===== config.mk =====
export PLATFORM = sky130hd
export DESIGN_NAME = operacao_mult_flat
export DESIGN_NICKNAME = d
export VERILOG_FILES = /design/src/rtl/operacao_mult_pkg.sv /design/src/rtl/operacao_mult_if.sv /design/src/rtl/operacao_mult_datapath.sv /design/src/rtl/operacao_mult.sv /design/src/flat_wrapper.sv
export SDC_FILE = /design/constraint.sdc
export NUM_CORES = 1
export LEC_CHECK = 0
export BUFFER_PORTS_ARGS = -buffer_cell sky130_fd_sc_hd__buf_4
export CAP_MARGIN = 15
export CORE_AREA = 2 2 90 92
export CTS_BUF_LIST = sky130_fd_sc_hd__clkbuf_4
export CTS_CLUSTER_SIZE = 12
export DETAILED_ROUTE_END_ITERATION = 8
export DIE_AREA = 0 0 92 94
export PLACE_DENSITY_LB_ADDON = 0.05
export SLEW_MARGIN = 20
export SYNTH_ARGS = -nofsm -noshare
export SYNTH_HDL_FRONTEND = slang
export SYNTH_SLANG_ARGS = --single-unit
export TNS_END_PERCENT = 10

===== constraint.sdc =====
create_clock -name clk -period 3.7 [get_ports clk]
set_clock_uncertainty 0.15 [all_clocks]
set_input_delay 0.74 -clock clk [delete_from_list [all_inputs] [get_ports clk]]
set_output_delay 0.74 -clock clk [all_outputs]
set_load 0.05 [all_outputs]

===== src/rtl/operacao_mult_pkg.sv =====
// Shared definitions for the operation stage: state encoding and default operand width.
// The control FSM and the display logic use the same 2-bit state style.
package operacao_mult_pkg;

  localparam int WIDTH_DEF = 8;

  typedef logic [1:0] estado_t;

  localparam estado_t OCIOSO = 2'd0;
  localparam estado_t CALC   = 2'd1;
  localparam estado_t FIM    = 2'd2;

endpackage


===== src/rtl/operacao_mult_if.sv =====
// Handshake and data bundle between the control FSM (master) and the multiplier (slave).
interface operacao_mult_if #(
  parameter int WIDTH = 8
);

  logic                 HabOp;
  logic [WIDTH-1:0]     dadoA;
  logic [WIDTH-1:0]     dadoB;
  logic                 fimOp;
  logic [2*WIDTH-1:0]   resultado;
  logic                 ocupado;
  logic [1:0]           estado;

  modport master (
    output HabOp, dadoA, dadoB,
    input  fimOp, resultado, ocupado, estado
  );

  modport slave (
    input  HabOp, dadoA, dadoB,
    output fimOp, resultado, ocupado, estado
  );

endinterface


===== src/rtl/operacao_mult_datapath.sv =====
// Shift-and-add datapath: accumulator, shifting operands and iteration counter.
// 'sum' is the accumulator value after the current iteration, so the FSM can capture it on the last step.
module mult_datapath #(
  parameter int WIDTH = 8
) (
  input  logic               clk,
  input  logic               rst,
  input  logic               load,
  input  logic               step,
  input  logic [WIDTH-1:0]   a,
  input  logic [WIDTH-1:0]   b,
  output logic [2*WIDTH-1:0] sum,
  output logic               last
);

  localparam int CW = $clog2(WIDTH);

  logic [2*WIDTH-1:0] acc_r;
  logic [2*WIDTH-1:0] mcand_r;
  logic [WIDTH-1:0]   mplier_r;
  logic [CW-1:0]      cnt_r;
  logic [2*WIDTH-1:0] addend_s;

  // Partial product for this iteration and the last-iteration flag
  always_comb begin
    if (mplier_r[0]) begin
      addend_s = mcand_r;
    end else begin
      addend_s = {(2*WIDTH){1'b0}};
    end
    sum  = acc_r + addend_s;
    last = (cnt_r == CW'(WIDTH - 1));
  end

  // Operand capture on load, one shift-and-add iteration per step
  always_ff @(posedge clk or negedge rst) begin
    if (!rst) begin
      acc_r    <= {(2*WIDTH){1'b0}};
      mcand_r  <= {(2*WIDTH){1'b0}};
      mplier_r <= {WIDTH{1'b0}};
      cnt_r    <= {CW{1'b0}};
    end else if (load) begin
      acc_r    <= {(2*WIDTH){1'b0}};
      mcand_r  <= {{WIDTH{1'b0}}, a};
      mplier_r <= b;
      cnt_r    <= {CW{1'b0}};
    end else if (step) begin
      acc_r    <= sum;
      mcand_r  <= {mcand_r[2*WIDTH-2:0], 1'b0};
      mplier_r <= {1'b0, mplier_r[WIDTH-1:1]};
      cnt_r    <= cnt_r + CW'(1);
    end else begin
      acc_r    <= acc_r;
      mcand_r  <= mcand_r;
      mplier_r <= mplier_r;
      cnt_r    <= cnt_r;
    end
  end

endmodule


===== src/rtl/operacao_mult.sv =====
// Operation stage: sequential unsigned multiplier started by HabOp, reporting fimOp when done.
// Latency is a constant WIDTH cycles; dropping HabOp during CALC aborts without touching resultado.
module operacao_mult
  import operacao_mult_pkg::*;
#(
  parameter int WIDTH = WIDTH_DEF
) (
  input logic           clk,
  input logic           rst,
  operacao_mult_if.slave bus
);

  estado_t            state_r;
  estado_t            next_s;
  logic               load_s;
  logic               step_s;
  logic               last_s;
  logic [2*WIDTH-1:0] sum_s;
  logic [2*WIDTH-1:0] resultado_r;
  logic               fim_r;
  logic               ocupado_r;

  mult_datapath #(.WIDTH(WIDTH)) u_dp (
    .clk  (clk),
    .rst  (rst),
    .load (load_s),
    .step (step_s),
    .a    (bus.dadoA),
    .b    (bus.dadoB),
    .sum  (sum_s),
    .last (last_s)
  );

  // Next-state and datapath control decode
  always_comb begin
    next_s = state_r;
    load_s = 1'b0;
    step_s = 1'b0;
    case (state_r)
      OCIOSO: begin
        if (bus.HabOp) begin
          next_s = CALC;
          load_s = 1'b1;
        end else begin
          next_s = OCIOSO;
        end
      end
      CALC: begin
        if (!bus.HabOp) begin
          next_s = OCIOSO;
        end else begin
          step_s = 1'b1;
          if (last_s) begin
            next_s = FIM;
          end else begin
            next_s = CALC;
          end
        end
      end
      FIM: begin
        if (!bus.HabOp) begin
          next_s = OCIOSO;
        end else begin
          next_s = FIM;
        end
      end
      default: begin
        next_s = OCIOSO;
      end
    endcase
  end

  // State register and registered status/result outputs
  always_ff @(posedge clk or negedge rst) begin
    if (!rst) begin
      state_r     <= OCIOSO;
      fim_r       <= 1'b0;
      ocupado_r   <= 1'b0;
      resultado_r <= {(2*WIDTH){1'b0}};
    end else begin
      state_r   <= next_s;
      fim_r     <= (next_s == FIM);
      ocupado_r <= (next_s == CALC);
      if (step_s && last_s) begin
        resultado_r <= sum_s;
      end else begin
        resultado_r <= resultado_r;
      end
    end
  end

  assign bus.fimOp     = fim_r;
  assign bus.ocupado   = ocupado_r;
  assign bus.resultado = resultado_r;
  assign bus.estado    = state_r;

endmodule


===== src/flat_wrapper.sv =====
// flat-port wrapper written by rule: the top's interface ports become plain ports
module operacao_mult_flat import operacao_mult_pkg::*;
#(
  parameter int WIDTH = WIDTH_DEF
)
  (clk, rst, bus_HabOp, bus_dadoA, bus_dadoB, bus_fimOp, bus_resultado, bus_ocupado, bus_estado);
  operacao_mult_if #(.WIDTH(WIDTH)) bus_i ();
  input logic clk;
  input logic rst;
  input wire logic [$bits(bus_i.HabOp)-1:0] bus_HabOp;
  input wire logic [$bits(bus_i.dadoA)-1:0] bus_dadoA;
  input wire logic [$bits(bus_i.dadoB)-1:0] bus_dadoB;
  output wire logic [$bits(bus_i.fimOp)-1:0] bus_fimOp;
  output wire logic [$bits(bus_i.resultado)-1:0] bus_resultado;
  output wire logic [$bits(bus_i.ocupado)-1:0] bus_ocupado;
  output wire logic [$bits(bus_i.estado)-1:0] bus_estado;
  assign bus_i.HabOp = bus_HabOp;
  assign bus_i.dadoA = bus_dadoA;
  assign bus_i.dadoB = bus_dadoB;
  assign bus_fimOp = bus_i.fimOp;
  assign bus_resultado = bus_i.resultado;
  assign bus_ocupado = bus_i.ocupado;
  assign bus_estado = bus_i.estado;
  operacao_mult #(.WIDTH(WIDTH)) u_core (.clk(clk), .rst(rst), .bus(bus_i));
endmodule

==> impl_metrics.tcl <==
set metrics [dict create \
    run_status "finished clean" \
    areaGrowthSynthToFinish_pct 16.0 \
    crit_required_ns 3.85 \
    met3_usage_pct 3.77 \
    detail-route-antenna-nets 0 \
    firstDrtPassIters 4 \
    arrival_ns 2.86 \
    synthAdderAreaFrac_pct 6.94 \
    synth_most_common_cell "nand2_1" \
    setup_viol 0 \
    timing.hold.ws_ns 0.247 \
    synthSimpleGateAreaFrac_pct 18.0 \
    grt_remaining_overflow 0 \
    yosysSeqAreaShare_pct 47.0 \
    critPathTopFamily "compound AO/OA/AOI/OAI gates" \
    cts_root_buffer "clkbuf_4" \
    wl_per_cell_um 13.9 \
    hpwl_um 4970 \
    synth_top_family_by_area "simple AND/OR/NAND/NOR gates" \
    synthXorXnorAreaFrac_pct 3.65 \
    worst_slew_pin_slew_ns 0.831 \
    post-cts-setup-buffers 0 \
    drt-initial-drc-count 55 \
    pre_cts_ws_ns 0.991 \
    p_per_area_nw_per_um2 411 \
    clock_sinks 63 \
    start_util_pct 44.1 \
    final_nets 425 \
    p_leak_nw 1.92 \
    track_usage_pct 18.0 \
    chipHeight_um 94 \
    cts-htree-levels 3 \
    ys_types 43 \
    reg2reg_slack_ns 0.99 \
    synthMuxAreaShare_pct 5.15 \
    synthTopCellsByCount "nand2_1 (85), dfrtp_1 (63), o21ai_0 (43)" \
    io_pins 39 \
    cpMostUsedCell "o21ai_0" \
    cp-end-kind "register" \
    core.rowCount 32 \
    cp_num_buf_inv 0 \
    holdCritPathClass "input port to asynchronous set/reset pin" \
    netlist.area_leader.share_pct 47.0 \
    cpPeakStageDelay_ns 0.54 \
    setup_slack_ns 0.992 \
    yosys-top-cells-area "dfrtp_1 (47%), nand2_1 (9.5%), o21ai_0 (6.4%)" \
    ctsHoldBuffers 0 \
    synthCells 356 \
    clock_path_buffers 2 \
    layout-drive-gt1-share_pct 18.1 \
    finalPower_mw 1.60 \
    grt_max_degree 64 \
    drc 0 \
    vias 2489 \
    synth_compound_area_share_pct 15.5 \
    clk_pin_slew_worst_paths_ns 0.11 \
    cp-start-kind "register" \
    postLayoutCellArea_sq_um 3890 \
    busiest_layer "met2" \
    wirelength_um 6900 \
    yosys_warnings 0 \
    syn_area_per_cell_sq_um 9.43 \
    path_cells "and2_1 -> ha_1 -> fa_1 -> a21oi_1 -> o21ai_0 -> a41o_1 -> nor2_1 -> xor2_1 -> o21ai_0" \
    use_met1_pct 23.4 \
    synth_ff_type "dfrtp_1" \
    die_w_um 92 \
    core_area_sq_um 7610 \
    fin_setup_tns_ns 0 \
    grt_pass1_vias 2620 \
    synth_edf_count 0 \
    post-route-min-period_ns 2.71 \
    ys_async_sr_fraction_pct 100 \
    slew_viol_final 0 \
    synth_area_sq_um 3360 \
    cts_resized 0 \
    placed_area_sq_um 3710 \
    synth_nets 393 \
    cts_buffers 9 \
    relSlewSlack_pct 44.6 \
    hold_viol_final 0 \
    portBuffers 38 \
    insertion_delay_ns 0.42 \
    gr-usage-met2_pct 28.6 \
    slowest_stage "dfrtp_1" \
    antenna_found_initial 0 \
    vias_per_cell 5.03 \
    grt_pass1_wl_um 12200 \
    cts_tree "built" \
    die-area_sq_um 8650 \
    synth_top_area_cell "dfrtp_1" \
    max_cap_violations 0 \
    rsz0062_at_grt "false" \
    ys_ff_latch 63 \
    ir_worst_vdd_uv 178 \
    clock.fmax_mhz 369 \
    setup.worst_path.class "register to register" \
    post-route-period-util_pct 73.2 \
    diodes 0 \
    place.gp.congestion 0.847 \
    crit_fanout 17 \
]
==> kinds of logic after synthesis <==
logic type / count (synthesis)
buf+inv: 29
mux: 17
xor+xnor: 14
compound gates: 81
simple gates: 134
fa+ha+maj: 18
flops: 63
==> layer usage <==
layer,part of all wire (%),routed length (um),vias to the layer above
li1,-,-,1285
met1,51,3510,1152
met2,44,3000,39
met3,3.2,224,13
met4,2.3,160,0
met5,0,0,-
==> state kept, by name (all words and copies together), names as in the netlist <==
register / cells
u_core.u_dp.acc_r: 16
u_core.bus.fimOp: 1
u_core.bus.estado: 2
u_core.u_dp.cnt_r: 3
u_core.bus.ocupado: 1
u_core.u_dp.mcand_r: 16
u_core.bus.resultado: 16
u_core.u_dp.mplier_r: 8
==> layout by cell type, fill, tap and decap left out, types with 2 or more instances in the layout <==
| cell | instances |
|---|---|
| nor2_1 | 5 |
| a21oi_2 | 2 |
| xor2_1 | 6 |
| nand4_1 | 3 |
| xnor2_1 | 8 |
| dfrtp_1 | 63 |
| a21o_1 | 3 |
| ha_1 | 17 |
| inv_1 | 7 |
| mux2_2 | 2 |
| a21oi_1 | 12 |
| nand3_1 | 17 |
| mux2i_1 | 15 |
| buf_4 | 43 |
| and2_1 | 17 |
| bufinv_16 | 3 |
| o31ai_1 | 4 |
| o21ai_1 | 2 |
| o21ai_0 | 43 |
| or4_1 | 2 |
| clkbuf_4 | 9 |
| nand2_1 | 85 |
==> stage by stage <==
step / util (%) / cells
after floorplan: - / 356
after global placement: 48.7 / 479
after detailed placement: 48.7 / 479
after CTS: 51.2 / 495
after global routing: 51.2 / 495
final: 51.2 / 495
==> path summary, 6_finish.rpt <==
kind | startpoint | endpoint | cells past startpoint
min reg2reg | u_core.bus.resultado[7] | u_core.bus.resultado[7] | 2
max in group asynchronous | rst | u_core.u_dp.mplier_r[7] | 1
min in group clk | u_core.bus.resultado[7] | u_core.bus.resultado[7] | 2
max reg2reg | u_core.u_dp.mplier_r[0] | u_core.bus.resultado[14] | 9
min | rst | u_core.bus.resultado[5] | 1
max | u_core.u_dp.mplier_r[0] | u_core.bus.resultado[14] | 9
==> where the power goes <==
part           internal, mW  switching (mW)
combinational        0.0837           0.136
clock                 0.344           0.267
sequential            0.733          0.0367
total                  1.16           0.440
==> layout make-up <==
type | count | area [sq um]
clock buffer | 9 | 67.6
clock inverter | 7 | 120
fill | 765 | 3710
inverter | 7 | 26.3
multi-input combinational | 264 | 1650
sequential | 63 | 1580
tap | 102 | 128
timing repair buffer | 43 | 323
No activity file was read; power rests on OpenSTA's default activity.
